### src/rtl/hex_display_pkg.sv
// Shared types and the hex glyph table for the seven-segment display controller.
package hex_display_pkg;

  // Active-low segment vector, bit order {g,f,e,d,c,b,a}.
  typedef logic [6:0] seg_t;

  // All segments off.
  localparam seg_t SEG_BLANK = 7'h7F;

  // Standard hex glyph table (active-low).
  function automatic seg_t hex_to_seg(input logic [3:0] nib);
    seg_t s;
    case (nib)
      4'h0: s = 7'h40;
      4'h1: s = 7'h79;
      4'h2: s = 7'h24;
      4'h3: s = 7'h30;
      4'h4: s = 7'h19;
      4'h5: s = 7'h12;
      4'h6: s = 7'h02;
      4'h7: s = 7'h78;
      4'h8: s = 7'h00;
      4'h9: s = 7'h10;
      4'hA: s = 7'h08;
      4'hB: s = 7'h03;
      4'hC: s = 7'h27;
      4'hD: s = 7'h21;
      4'hE: s = 7'h06;
      4'hF: s = 7'h0E;
      default: s = SEG_BLANK;
    endcase
    return s;
  endfunction

  // Counter width for a modulus of n, never narrower than one bit.
  function automatic int cnt_width(input int n);
    return (n > 1) ? $clog2(n) : 1;
  endfunction

endpackage

### src/rtl/hex_display_ctrl_render.sv
// Combinational single-digit renderer: nibble plus blank flag to segment pattern.
module hex_digit_render
  import hex_display_pkg::*;
(
  input  logic [3:0] nibble,
  input  logic       blank,
  output seg_t       seg
);

  // Blank overrides the glyph lookup.
  assign seg = blank ? SEG_BLANK : hex_to_seg(nibble);

endmodule

### src/rtl/hex_display_ctrl.sv
// Multi-digit hex seven-segment controller: static per-digit bus plus an
// anode-scanned single bus, with leading-zero blanking and blinking.
//
// Handshake: load is a single-cycle strobe with no ready; value is captured on
// every rising edge where load=1, and there is no back-pressure.
module hex_display_ctrl
  import hex_display_pkg::*;
#(
  parameter int DIGITS       = 4,
  parameter int SCAN_CYCLES  = 50000,
  parameter int BLINK_CYCLES = 12500000
) (
  input  logic                  clk,
  input  logic                  reset,
  input  logic                  load,
  input  logic [4*DIGITS-1:0]   value,
  input  logic                  blank_lz,
  input  logic                  blink_en,
  output logic [7*DIGITS-1:0]   hex_all,
  output logic [6:0]            seg,
  output logic [DIGITS-1:0]     an
);

  localparam int SCAN_W  = cnt_width(SCAN_CYCLES);
  localparam int BLINK_W = cnt_width(BLINK_CYCLES);
  localparam int IDX_W   = cnt_width(DIGITS);

  localparam logic [SCAN_W-1:0]  SCAN_LAST  = SCAN_W'(SCAN_CYCLES - 1);
  localparam logic [BLINK_W-1:0] BLINK_LAST = BLINK_W'(BLINK_CYCLES - 1);
  localparam logic [IDX_W-1:0]   IDX_LAST   = IDX_W'(DIGITS - 1);

  logic [4*DIGITS-1:0] disp;
  logic [SCAN_W-1:0]   scan_cnt;
  logic [IDX_W-1:0]    idx;
  logic [BLINK_W-1:0]  blink_cnt;
  logic                visible;

  logic [DIGITS-1:0]   zero_above;
  logic [DIGITS-1:0]   digit_blank;
  seg_t                rendered [DIGITS];
  logic [7*DIGITS-1:0] hex_next;
  seg_t                scan_seg;
  logic [DIGITS-1:0]   an_next;

  // Display register: captures value on load, otherwise holds.
  always_ff @(posedge clk) begin
    if (reset) begin
      disp <= '0;
    end else if (load) begin
      disp <= value;
    end
  end

  // Scan divider and digit index; index advances on the divider's terminal count.
  always_ff @(posedge clk) begin
    if (reset) begin
      scan_cnt <= '0;
      idx      <= '0;
    end else if (scan_cnt == SCAN_LAST) begin
      scan_cnt <= '0;
      idx      <= (idx == IDX_LAST) ? '0 : idx + 1'b1;
    end else begin
      scan_cnt <= scan_cnt + 1'b1;
    end
  end

  // Blink timer; parked at zero and visible while disabled so enabling starts
  // with a full visible half-period.
  always_ff @(posedge clk) begin
    if (reset || !blink_en) begin
      blink_cnt <= '0;
      visible   <= 1'b1;
    end else if (blink_cnt == BLINK_LAST) begin
      blink_cnt <= '0;
      visible   <= ~visible;
    end else begin
      blink_cnt <= blink_cnt + 1'b1;
    end
  end

  // Per-digit blank flags: hidden blink phase, or a leading zero above digit 0.
  always_comb begin
    logic run;
    run         = 1'b1;
    zero_above  = '0;
    digit_blank = '0;
    for (int i = DIGITS - 1; i >= 0; i--) begin
      run            = run & (disp[4*i +: 4] == 4'h0);
      zero_above[i]  = run;
      digit_blank[i] = ~visible | (blank_lz & zero_above[i] & (i != 0));
    end
  end

  for (genvar g = 0; g < DIGITS; g++) begin : g_digit
    hex_digit_render u_render (
      .nibble (disp[4*g +: 4]),
      .blank  (digit_blank[g]),
      .seg    (rendered[g])
    );
  end

  // Pack the static bus and select the scanned digit and its anode.
  always_comb begin
    hex_next = '0;
    scan_seg = SEG_BLANK;
    an_next  = '1;
    for (int i = 0; i < DIGITS; i++) begin
      hex_next[7*i +: 7] = rendered[i];
      if (idx == IDX_W'(i)) begin
        scan_seg   = rendered[i];
        an_next[i] = 1'b0;
      end
    end
  end

  // Output registers; reset drives everything dark.
  always_ff @(posedge clk) begin
    if (reset) begin
      hex_all <= '1;
      seg     <= SEG_BLANK;
      an      <= '1;
    end else begin
      hex_all <= hex_next;
      seg     <= scan_seg;
      an      <= an_next;
    end
  end

endmodule

### config.mk
export PLATFORM = sky130hd
export DESIGN_NAME = hex_display_ctrl
export DESIGN_NICKNAME = d
export VERILOG_FILES = /design/src/rtl/hex_display_pkg.sv /design/src/rtl/hex_display_ctrl_render.sv /design/src/rtl/hex_display_ctrl.sv
export SDC_FILE = /design/constraint.sdc
export NUM_CORES = 1
export LEC_CHECK = 0
export BUFFER_PORTS_ARGS = -buffer_cell sky130_fd_sc_hd__buf_4
export CELL_PAD_IN_SITES_DETAIL_PLACEMENT = 0
export CELL_PAD_IN_SITES_GLOBAL_PLACEMENT = 1
export CORE_UTILIZATION = 40
export DETAILED_ROUTE_END_ITERATION = 6
export PLACE_DENSITY = 0.74
export SLEW_MARGIN = 5
export SYNTH_ARGS = -nofsm -noshare
export SYNTH_HDL_FRONTEND = slang
export SYNTH_SLANG_ARGS = --single-unit
### constraint.sdc
create_clock -name clk -period 4.2 [get_ports clk]
set_input_delay 0.21 -clock clk [delete_from_list [all_inputs] [get_ports clk]]
set_output_delay 0.21 -clock clk [all_outputs]
set_load 0.05 [all_outputs]
* Word-level counts from Yosys, hierarchy flattened
Memory sizes are Yosys's and may differ from the RTL's. A register that Yosys moved wholly into a read port is not among the register bits.
Cells that the tools add are included.
** Word-level totals
- Bits in registers :: 98
- Bits in latches :: 0
- RAM bits :: 0
- Memory bits (read-only) :: 448
- Output and inout port bits :: 39
- Memories :: 4
** Memory list
- (no name shown) :: depth 16, width 7, read ports 1, clocked after memory_dff 1, wr ports 0, RTL line hex_display_pkg.sv:13 : case (nib)
- (no name shown) :: depth 16, width 7, read ports 1, clocked after memory_dff 1, wr ports 0, RTL line hex_display_pkg.sv:13
- (no name shown) :: depth 16, width 7, read ports 1, clocked after memory_dff 1, wr ports 0, RTL line hex_display_pkg.sv:13
- (no name shown) :: depth 16, width 7, read ports 1, clocked after memory_dff 1, wr ports 0, RTL line hex_display_pkg.sv:13
** Cells by class
- $add $sub $neg :: 3
- $mul :: 0
- Div/mod/pow operators :: 0
- Magnitude comparators :: 0
- Eq/ne operators :: 5
- Shift-type cells :: 0
- Mux-type cells :: 21
- Bitwise gates (word level) :: 9
- Reductions and logical operators :: 8
** Operators with widths (count)
- $mux W7 :: 8
- $mux W4 :: 8
- $add A24 B1 Y24 const B :: 1
- $eq A24 B24 Y1 const B :: 1
- $add A16 B1 Y16 const B :: 1
- $eq A16 B16 Y1 const B :: 1
- $logic_not A4 Y1 :: 3
- $and A1 B1 Y1 :: 5
- $eq A2 B2 Y1 const B :: 2
- $mux W1 :: 4
- $reduce_or A2 Y1 :: 2
- $or A1 B1 Y1 :: 3
- $add A2 B1 Y2 const B :: 1
- $eq A2 B1 Y1 const B :: 1
- $logic_not A2 Y1 :: 1
- $mux W2 :: 1
- $logic_not A1 Y1 :: 1
- $logic_or A1 B1 Y1 :: 1
- $not A1 Y1 :: 1

* Logic depth before layout (Yosys ltp)
Gate-level depths: netlist (run 1).
- Depth after elaboration :: 9
- Mapped depth :: 9
- Gate-level depth less buffers :: 7

* Hierarchy
A second synthesis (run 1) with hierarchy kept.
** Second synthesis, totals
- Cells, all modules :: 553
- Area total of the unflattened synthesis :: 4870.9 µm²
** Modules (own cells, without submodules)
- hex_display_ctrl :: times used 1, cells each 409, area an instance 3860.0 µm², seq. area each 1961.9 µm²
- hex_digit_render :: times used 4, cells each 36, area an instance 252.7 µm², seq. area each 0.0 µm²

* Least setup slack after synthesis (run 1)
No wires, ideal clock.
- Path kind :: input port to flip-flop
- Start point :: input load
- End point :: register (tool-made name)
- Library setup time :: 0.134 ns
- Arrival :: 1.993 ns
- Required time :: 4.066 ns
- Slack :: 2.073 ns
- Stages on the path :: 8
- Buffers on the path :: 3
- Path through :: buf_2 > buf_2 > mux2i_1 > or2_2 > clkbuf_1 > inv_1 > ha_1 > mux4_2
** RTL lines
- start: declaration :: RTL line hex_display_ctrl.sv:15 : input logic load,

* Final worst setup path (run 1)
- Start point :: register disp[15]
- End point :: register hex_all[12]
** Between the ends
- Longest elaborated chain between the ends :: 6
** RTL lines
- start: declaration :: RTL line hex_display_ctrl.sv:32 : logic [4*DIGITS-1:0] disp;
- start signal: assignment :: RTL line hex_display_ctrl.sv:50 : disp <= value;
- $logic_not A4 Y1 :: RTL line hex_display_ctrl.sv:88 : run = run & (disp[4*i +: 4] == 4'h0);
- $and A1 B1 Y1 (2 in a row) :: RTL line hex_display_ctrl.sv:88
- $and A1 B1 Y1 :: RTL line hex_display_ctrl.sv:90 : digit_blank[i] = ~visible | (blank_lz & zero_above[i] & (i != 0));
- $or A1 B1 Y1 :: RTL line hex_display_ctrl.sv:90
- $mux W7 :: RTL line hex_display_ctrl_render.sv:11 : assign seg = blank ? SEG_BLANK : hex_to_seg(nibble);
- end signal: assignment :: RTL line hex_display_ctrl.sv:123 : hex_all <= hex_next;
- end: declaration :: RTL line hex_display_ctrl.sv:19 : output logic [7*DIGITS-1:0] hex_all,
No other way between the ends.
A chain may end at the register's enable or synchronous reset.

==> qor.txt, run 1 <==
Layout area overhead - 20.3%
number of nets in the synthesized netlist - 611
worst hold-check slack - 164 ps
Post-synth ARST share - 0
Final Core Density - 0.494
ratio of routed vias to standard cells - 5.02
Max Freq - 0.446 GHz
worst r2r src - disp[15]
post-synthesis sequential element count - 126
Worst path slowest cell - sky130_fd_sc_hd__nor3_2
max-slew violations - 0
Cell variety after synth - 50
area of placed instances - 6010 um2
net switching power of the design - 831 uW
hold_sp - reset
core region area - 13300 um2
critical path, cell by cell - or4_1, nor3_2, a21oi_1, nand2b_1
worst IR drop on VDD - 329 uV
cell taking the most area after synthesis - sky130_fd_sc_hd__dfxtp_1
largest cells by area after synthesis - sky130_fd_sc_hd__dfxtp_1 (46%), sky130_fd_sc_hd__ha_1 (6.9%), sky130_fd_sc_hd__mux2i_1 (6.6%)
placer congestion estimate - 0.811
netlist area before placement - 5460 um2
longest individual stage delay on the worst path - 670 ps
post-route cell area - 6570 um2
Slew HR - 0.280
setup repair after global routing missed its margin - false
overall overflow remaining after global route - 0
Tcrit/Tclk final - 0.534
CP max FO - 15
remaining routing DRC violations - 0
CP Data Arrival Time - 2590 ps
length of routed met3 wiring - 449 um
number of cells in the finished layout apart from fillers - 801
global-route wire length before repair - 18900 um
vias in the first global route - 3882
mean routed wirelength per cell - 14.1 um
switching share of power - 0.273
iteration count of the initial detailed-routing pass - 4
Hold Crit Depth - 2
antenna violations before repair - 0
number of flops mapped to enable cells by yosys - 0
met2 routed WL - 5340 um
Post-CTS Resized - 0
path category of the worst min-delay check - input pin to register
CTS tree - done
pin count of the biggest net entering global routing - 26
Leak - 2.67 nW
Iter 0 DRT Violations - 248
post-route met1 wirelength - 5420 um
clock transition at the registers of the reported paths - 60 ps
number of instances in the synthesized netlist - 560
Worst-Margin Slew - 1070 ps
combinational share of power - 0.120
data required time at the worst endpoint - 4540 ps
final HPWL from detailed placement - 8310 um
number of cells on the worst reg-to-reg path - 4
sink count of the clock tree - 126
top cell type's share of synthesized area - 0.462
Startpoint Class - register
clock network fraction of total power - 0.451
via count - 4025
Cell Count Post-Placement - 769
input/output buffers - 59
setup violation total in the final timing report - 0
Final min period - 2240 ps
number of clock buffers inserted by TritonCTS - 17
initial core utilization - 0.411
post-route setup TNS - 0 ps
timing startpoint of the critical path - disp[15]
die width - 119 um
WS Path Type - register to register
per-instance average area after synthesis - 9.75 um2
Routed Antenna Nets - 0
Synthesis Warnings - 0
hold buffer count at cts - 0
clock root cell - sky130_fd_sc_hd__clkbuf_16
level count of the clock H-tree - 4
Max Clock Skew - 12.3 ps
number of core rows - 42
result of the run - finished clean
Diodes inserted - 0
clock latency on the worst-skew pair - 420 ps
fraction of the yosys area taken by sequential cells - 0.462
most common cell in the synthesized netlist - sky130_fd_sc_hd__dfxtp_1
most frequently used flop master after synthesis - sky130_fd_sc_hd__dfxtp_1
Top Layer Used - met4
number of buffers inserted by post-CTS setup repair - 0
final hold violations - 0
Routed Wire Length - 11300 um
Pint - 2.22 mW
Power Dens Cells - 464 nW/um2
GRT Util Overall - 0.172
number of maximum-capacitance violations - 0
post-layout net count - 663
maximum clock path buffer count - 2
Die Outline Area - 14100 um2
top-level I/O count - 60
register share of total power - 0.429
most used standard cells in the synthesized netlist - sky130_fd_sc_hd__dfxtp_1 (126), sky130_fd_sc_hd__nor2_1 (45), sky130_fd_sc_hd__mux2i_1 (36)
fraction of layout cells with a size suffix above 1 - 0.200
type of destination of the critical path - register
height of the die - 119 um
## routing by layer
metal	global-route usage	vias up
met5	0	-
met4	0.0688	0
met3	0.0541	4
met2	0.271	79
met1	0.217	1873
li1	-	2069
## cell families after synthesis
family,synth area share
buffers and inverters,0.0486
and+or+nand+nor,0.201
xor gates and xnor gates,0.0417
DFF,0.462
AOI/OAI and AO/OA,0.0960
muxes,0.0825
adders and majority gates,0.0687
## worst paths after layout
path / endpoint / slack, ps
min: idx[1] / 160
max: hex_all[12] / 1960
max reg2reg: hex_all[12] / 1960
min reg2reg: hex_all[7] / 450
## cell usage in the layout (no fill, tap or decap), drive strengths merged, types with 2 or more instances in the layout
cell	netlist	routed
buf	9	59
ha	30	30
nand2	26	26
and4	4	4
a21oi	14	14
nor2	46	46
xor2	7	7
o21ai	21	21
o31ai	6	6
nor4	7	7
nand4	9	9
or2	15	15
clkinv	4	13
a211oi	11	11
xnor2	19	19
nor2b	2	2
inv	35	37
dfxtp	126	126
nor3	8	8
or4b	4	4
nand4b	2	2
clkinvlp	0	3
and3	3	3
clkbuf	17	17
mux2i	36	36
o221ai	7	7
o211ai	7	7
o32ai	6	6
nand2b	14	14
or3	26	26
or4	10	10
mux4	4	4
nand3	19	19
## through the flow
stage / power, mW / setup slack, ps
after floorplan: 1.59 / 2070
after global placement: 1.70 / 2010
after detailed placement: 1.70 / 1950
after CTS: 3.08 / 1950
after global routing: 3.18 / 1800
final: 3.05 / 1960
## power by group through the flow
| stage | sequential, mW | clock, mW | combinational [mW] |
|---|---|---|---|
| after global routing | 1.32 | 1.47 | 0.397 |
| after floorplan | 1.44 | 0 | 0.151 |
| after global placement | 1.33 | 0 | 0.366 |
| after detailed placement | 1.33 | 0 | 0.369 |
| after CTS | 1.31 | 1.40 | 0.370 |
| final | 1.31 | 1.37 | 0.367 |
## critical path: cells and delay by family (launching register included)
family / cells / cell delay (ps)
DFF: 1 / 310
AOI/OAI and AO/OA: 1 / 370
and+or+nand+nor: 3 / 1490
## final cells by class
class                      instances  area, um2
fill                            1244       6720
multi-input combinational        369       2680
sequential                       126       2520
timing repair buffer              59        443
clock buffer                      17        425
tap                              176        220
inverter                          39        146
clock inverter                    15        141
No activity file was read; power rests on OpenSTA's default activity.
==> run 2, diff against run 1 <==
==> constraint.sdc (replaced) <==
create_clock -name clk -period 2.3 [get_ports clk]
set_input_delay 0.115 -clock clk [delete_from_list [all_inputs] [get_ports clk]]
set_output_delay 0.115 -clock clk [all_outputs]
set_load 0.05 [all_outputs]
==> qor.txt, run 2 (synthesized netlist as in run 1, its figures left out) <==
result of the run - finished clean
iteration count of the initial detailed-routing pass - 4 (unchanged)
setup violation total in the final timing report - 0 (unchanged)
worst r2r src - blink_cnt[8]
layer with the highest usage after global routing - met2
post-layout power - 5.63 mW (+85%)
Worst path slowest cell - sky130_fd_sc_hd__or4b_1
post-route setup TNS - 0 ps (unchanged)
top-level I/O count - 60 (unchanged)
worst hold-check slack - 56.0 ps (-108 ps)
fraction of layout cells with a size suffix above 1 - 0.203 (+0.00285)
Leak - 2.72 nW (+1.8%)
critical path, cell by cell - or4b_1, or4_4, o21ai_4, buf_4, nor2_1
Post-CTS Resized - 0 (unchanged)
number of cells in the finished layout apart from fillers - 807 (+0.75%)
destination of the worst register-to-register timing path - blink_cnt[13]
remaining routing DRC violations - 0 (unchanged)
Iter 0 DRT Violations - 192 (-23%)
path category of the worst min-delay check - input pin to register
hold buffer count at cts - 0 (unchanged)
type of destination of the critical path - register
overall overflow remaining after global route - 0 (unchanged)
number of cells on the worst reg-to-reg path - 5 (+1)
CTS tree - done
Die Outline Area - 14100 um2 (unchanged)
global-route wire length before repair - 18800 um (-0.18%)
data required time at the worst endpoint - 2600 ps (-1940 ps)
mean routed wirelength per cell - 14.3 um (+1.6%)
number of clock buffers inserted by TritonCTS - 17 (unchanged)
height of the die - 119 um (unchanged)
number of maximum-capacitance violations - 0 (unchanged)
max-slew violations - 0 (unchanged)
dpl ws - 301 ps (-1650 ps)
ratio of routed vias to standard cells - 5.03 (+0.12%)
initial core utilization - 0.411 (unchanged)
Routed Wire Length - 11500 um (+2.3%)
setup repair after global routing missed its margin - false
worst IR drop on VDD - 530 uV (+61%)
post-layout net count - 671 (+1.2%)
post-route cell area - 6630 um2 (+0.89%)
via count - 4060 (+0.87%)
Final Core Density - 0.499 (+0.00442)
Routed Antenna Nets - 0 (unchanged)
Max Clock Skew - 11.2 ps (-1.18 ps)
core region area - 13300 um2 (unchanged)
Reg2Reg Setup Slack - 300 ps (-1660 ps)
Max Freq - 0.499 GHz (+12%)
clock root cell - sky130_fd_sc_hd__clkbuf_16
placer congestion estimate - 0.821 (+1.2%)
Worst-Margin Slew - 564 ps (-506 ps)
die width - 119 um (unchanged)
longest individual stage delay on the worst path - 530 ps (-140 ps)
input/output buffers - 59 (unchanged)
final hold violations - 0 (unchanged)
Slew HR - 0.624 (+0.344)
commonest non-fill, non-tap cell in the layout - sky130_fd_sc_hd__dfxtp_1
final HPWL from detailed placement - 8560 um (+3.0%)
Tcrit/Tclk final - 0.871 (+0.337)
Startpoint Class - register
antenna violations before repair - 0 (unchanged)
maximum clock path buffer count - 2 (unchanged)
area of placed instances - 6070 um2 (+1.0%)
met1 Track Usage GR - 0.216 (-0.00125)
GRT Util Overall - 0.174 (+0.00183)
level count of the clock H-tree - 4 (unchanged)
Layout area overhead - 21.4%
sink count of the clock tree - 126 (unchanged)
fraction of met3 tracks used by global routing - 0.0508 (-0.00335)
vias in the first global route - 3873 (-0.23%)
Diodes inserted - 0 (unchanged)
met2 Track Usage GR - 0.273 (+0.00219)
clock transition at the registers of the reported paths - 50 ps (about the same)
PnR worst setup slack - 297 ps (-1660 ps)
CP Data Arrival Time - 2300 ps (-290 ps)
timing startpoint of the critical path - blink_cnt[8]
Cell Count Post-Placement - 777 (+1.0%)
number of buffers inserted by post-CTS setup repair - 0 (unchanged)
pin count of the biggest net entering global routing - 26 (unchanged)
number of core rows - 42 (unchanged)
clock latency on the worst-skew pair - 420 ps (about the same)
Power Dens Cells - 849 nW/um2 (+83%)
WS Path Type - register to register
Critical Path Sink - blink_cnt[13]
CP max FO - 17 (+2)
most frequent cells in the layout - sky130_fd_sc_hd__dfxtp_1 (126), sky130_fd_sc_hd__buf_4 (67), sky130_fd_sc_hd__nor2_1 (45)
Final min period - 2000 ps (-240 ps)
run 2: cell count changes in the layout (fill, tap and decap cells not counted):
cell                         change
sky130_fd_sc_hd__buf_4           +8
sky130_fd_sc_hd__clkinv_4        -7
sky130_fd_sc_hd__clkbuf_1        +3
sky130_fd_sc_hd__clkbuf_8        +3
sky130_fd_sc_hd__clkinv_2        +2
sky130_fd_sc_hd__clkinvlp_4      -2
sky130_fd_sc_hd__inv_6           -2
sky130_fd_sc_hd__bufinv_16       +1
run 2: worst max-delay path: cells and delay by family, from the launching register on:
kind | cells | cell delay [ps]
flops | 1 | 360
buf+inv | 1 | 230
compound gates | 1 | 160
simple gates | 3 | 1130
run 2: cell type report:
class	instances	area, um2
Fill cell	1241	6660
Multi-Input combinational cell	369	2680
Sequential cell	126	2520
Timing Repair Buffer	67	503
Clock buffer	23	478
Tap cell	176	220
Inverter	39	146
Clock inverter	7	87.6
run 2: power by group:
part / internal [mW] / switching [mW]
Clock: 1.66 / 0.901
Sequential: 2.32 / 0.0694
Combinational: 0.245 / 0.440
run 2: per-layer routing:
metal	wire, um	share of wire
met4	149	0.013
met1	5650	0.49
met2	5360	0.46
met3	378	0.033
met5	0	0
run 2: worst min-delay path by stage:
| stage | startpoint | endpoint | slack (ps) | cells past startpoint |
|---|---|---|---|---|
| floorplan | blink_en | visible | 390 | 2 |
| global placement | register | hex_all[7] | 440 | 1 |
| finish | reset | idx[1] | 60 | 2 |
| global route | blink_en | visible | 50 | 3 |
| detailed placement | register | hex_all[11] | 440 | 1 |
| CTS | reset | idx[1] | 40 | 2 |
==> run 3, diff against run 2 <==
--- a/config.mk
+++ b/config.mk
@@ -8,9 +8,10 @@
 export BUFFER_PORTS_ARGS = -buffer_cell sky130_fd_sc_hd__buf_4
 export CELL_PAD_IN_SITES_DETAIL_PLACEMENT = 0
 export CELL_PAD_IN_SITES_GLOBAL_PLACEMENT = 1
-export CORE_UTILIZATION = 40
+export CORE_UTILIZATION = 35
 export DETAILED_ROUTE_END_ITERATION = 6
-export PLACE_DENSITY = 0.74
+export GPL_ROUTABILITY_DRIVEN = 0
+export PLACE_DENSITY = 0.67
 export SLEW_MARGIN = 5
 export SYNTH_ARGS = -nofsm -noshare
 export SYNTH_HDL_FRONTEND = slang
==> constraint.sdc (replaced) <==
create_clock -name clk -period 2.1 [get_ports clk]
set_input_delay 0.105 -clock clk [delete_from_list [all_inputs] [get_ports clk]]
set_output_delay 0.105 -clock clk [all_outputs]
set_load 0.05 [all_outputs]
==> qor.txt, run 3 (synthesized netlist as in run 1, its figures left out) <==
input/output buffers - 59 (unchanged)
clock transition at the registers of the reported paths - 60 ps (about the same)
Iter 0 DRT Violations - 257 (+34%)
remaining routing DRC violations - 0 (unchanged)
dpl ws - 65.3 ps (-235 ps)
core region area - 15200 um2 (+14%)
Reg2Reg Setup Slack - 100 ps (-200 ps)
number of clock buffers inserted by TritonCTS - 17 (unchanged)
post-route setup TNS - 0 ps (unchanged)
CP max FO - 6 (-11)
initial core utilization - 0.359 (-0.0515)
Slew HR - 0.627 (+0.00295)
maximum clock path buffer count - 2 (unchanged)
die width - 127 um (+6.8%)
fraction of layout cells with a size suffix above 1 - 0.219 (+0.0159)
level count of the clock H-tree - 4 (unchanged)
combinational share of power - 0.118 (-0.004)
worst IR drop on VDD - 630 uV (+19%)
ratio of routed vias to standard cells - 4.99 (-0.88%)
CTS tree - done
final HPWL from detailed placement - 8890 um (+3.8%)
Power Dens Cells - 955 nW/um2 (+12%)
number of core rows - 45 (+7.1%)
Tcrit/Tclk final - 0.955 (+0.0839)
iteration count of the initial detailed-routing pass - 4 (unchanged)
pin count of the biggest net entering global routing - 26 (unchanged)
Max Freq - 0.499 GHz (-0.10%)
worst r2r src - scan_cnt[4]
clock latency on the worst-skew pair - 420 ps (about the same)
clock root cell - sky130_fd_sc_hd__clkbuf_16
path category of the worst min-delay check - input pin to register
global-route wire length before repair - 19800 um (+5.1%)
register share of total power - 0.402 (-0.023)
setup repair after global routing missed its margin - false
final hold violations - 0 (unchanged)
Layout area overhead - 24.4%
data required time at the worst endpoint - 2450 ps (-150 ps)
Leak - 2.79 nW (+2.7%)
Max Clock Skew - 6.98 ps (-4.20 ps)
WS Path Type - register to register
destination of the worst register-to-register timing path - idx[0]
type of destination of the critical path - register
Worst-Margin Slew - 559 ps (-4.43 ps)
result of the run - finished clean
mean routed wirelength per cell - 14.5 um (+1.7%)
FILL cells - 1484 (+20%)
number of maximum-capacitance violations - 0 (unchanged)
overall overflow remaining after global route - 0 (unchanged)
Startpoint Class - register
setup violation total in the final timing report - 0 (unchanged)
most frequent cells in the layout - sky130_fd_sc_hd__dfxtp_1 (126), sky130_fd_sc_hd__buf_4 (72), sky130_fd_sc_hd__nor2_1 (45)
post-layout net count - 678 (+1.0%)
max-slew violations - 0 (unchanged)
Critical Path Sink - idx[0]
height of the die - 127 um (+6.8%)
via count - 4129 (+1.7%)
clock network fraction of total power - 0.479 (+0.025)
Diodes inserted - 0 (unchanged)
Worst path slowest cell - sky130_fd_sc_hd__or4_4
commonest non-fill, non-tap cell in the layout - sky130_fd_sc_hd__dfxtp_1
vias in the first global route - 4018 (+3.7%)
PnR worst setup slack - 95.2 ps (-202 ps)
Pint - 4.73 mW (+12%)
net switching power of the design - 1.76 mW (+25%)
critical path, cell by cell - or4b_1, or4_4, or3_1, a21oi_1
CP Data Arrival Time - 2350 ps (+50 ps)
switching share of power - 0.272 (+0.0212)
top-level I/O count - 60 (unchanged)
number of cells on the worst reg-to-reg path - 4 (-1)
antenna violations before repair - 0 (unchanged)
Routed Antenna Nets - 0 (unchanged)
GRT Util Overall - 0.158 (-0.0160)
Routed Wire Length - 12000 um (+4.3%)
Die Outline Area - 16100 um2 (+14%)
timing startpoint of the critical path - scan_cnt[4]
Final min period - 2000 ps (+2.01 ps)
sink count of the clock tree - 126 (unchanged)
longest individual stage delay on the worst path - 590 ps (+60 ps)
## run 3: per-stage QoR
step	utilization	area (um2)	instances	hold WS (ps)	power (mW)
floorplan	-	5460	560	376	3.18
CTS	0.446	6790	828	45.5	6.55
detailed placement	0.405	6160	796	436	3.44
finish	0.447	6800	828	51.3	6.49
global route	0.447	6800	828	49.1	6.72
global placement	0.405	6160	796	442	3.43
## run 3: how the worst min path moves through the flow
stage | depth (start not counted) | start | slack (ps) | endpoint
floorplan | 2 | blink_en | 380 | visible
global placement | 1 | register | 440 | hex_all[14]
detailed placement | 1 | register | 440 | hex_all[18]
CTS | 2 | reset | 50 | idx[1]
global route | 2 | reset | 50 | scan_cnt[2]
finish | 2 | reset | 50 | idx[1]
## run 3: power groups by stage
stage / logic (mW) / clock network, mW / registers (mW)
global placement: 0.759 / 0 / 2.67
global route: 0.825 / 3.27 / 2.63
detailed placement: 0.770 / 0 / 2.67
finish: 0.769 / 3.11 / 2.61
floorplan: 0.303 / 0 / 2.88
CTS: 0.773 / 3.16 / 2.62
## run 3: worst max-delay path: cells and delay by family (launching register included)
| family | cells | cell delay (ps) |
|---|---|---|
| AOI/OAI and AO/OA | 1 | 150 |
| DFF | 1 | 360 |
| and+or+nand+nor | 3 | 1430 |
## run 3: timing repair
item / CTS / global route
resized for setup: 0 / 1
setup buffers: 0 / 0
hold buffers: 0 / 0
setup endpoints to repair: 0 / 6
## run 3: layout make-up
type                    instances  area (um2)  area share
flip-flops and latches        126        2520       0.371
well taps                     188         235      0.0346
clock buffers                  17         425      0.0626
repair buffers                 74         581      0.0854
multi-input cells             369        2690       0.395
clock inverters                15         201      0.0296
inverters                      39         146      0.0215
## run 3: layer usage
metal,GRT usage,vias up,wire (um)
met5,0,-,0
met1,0.202,1945,5910
met2,0.252,67,5570
met3,0.0363,16,371
met4,0.0721,0,183
li1,-,2101,-
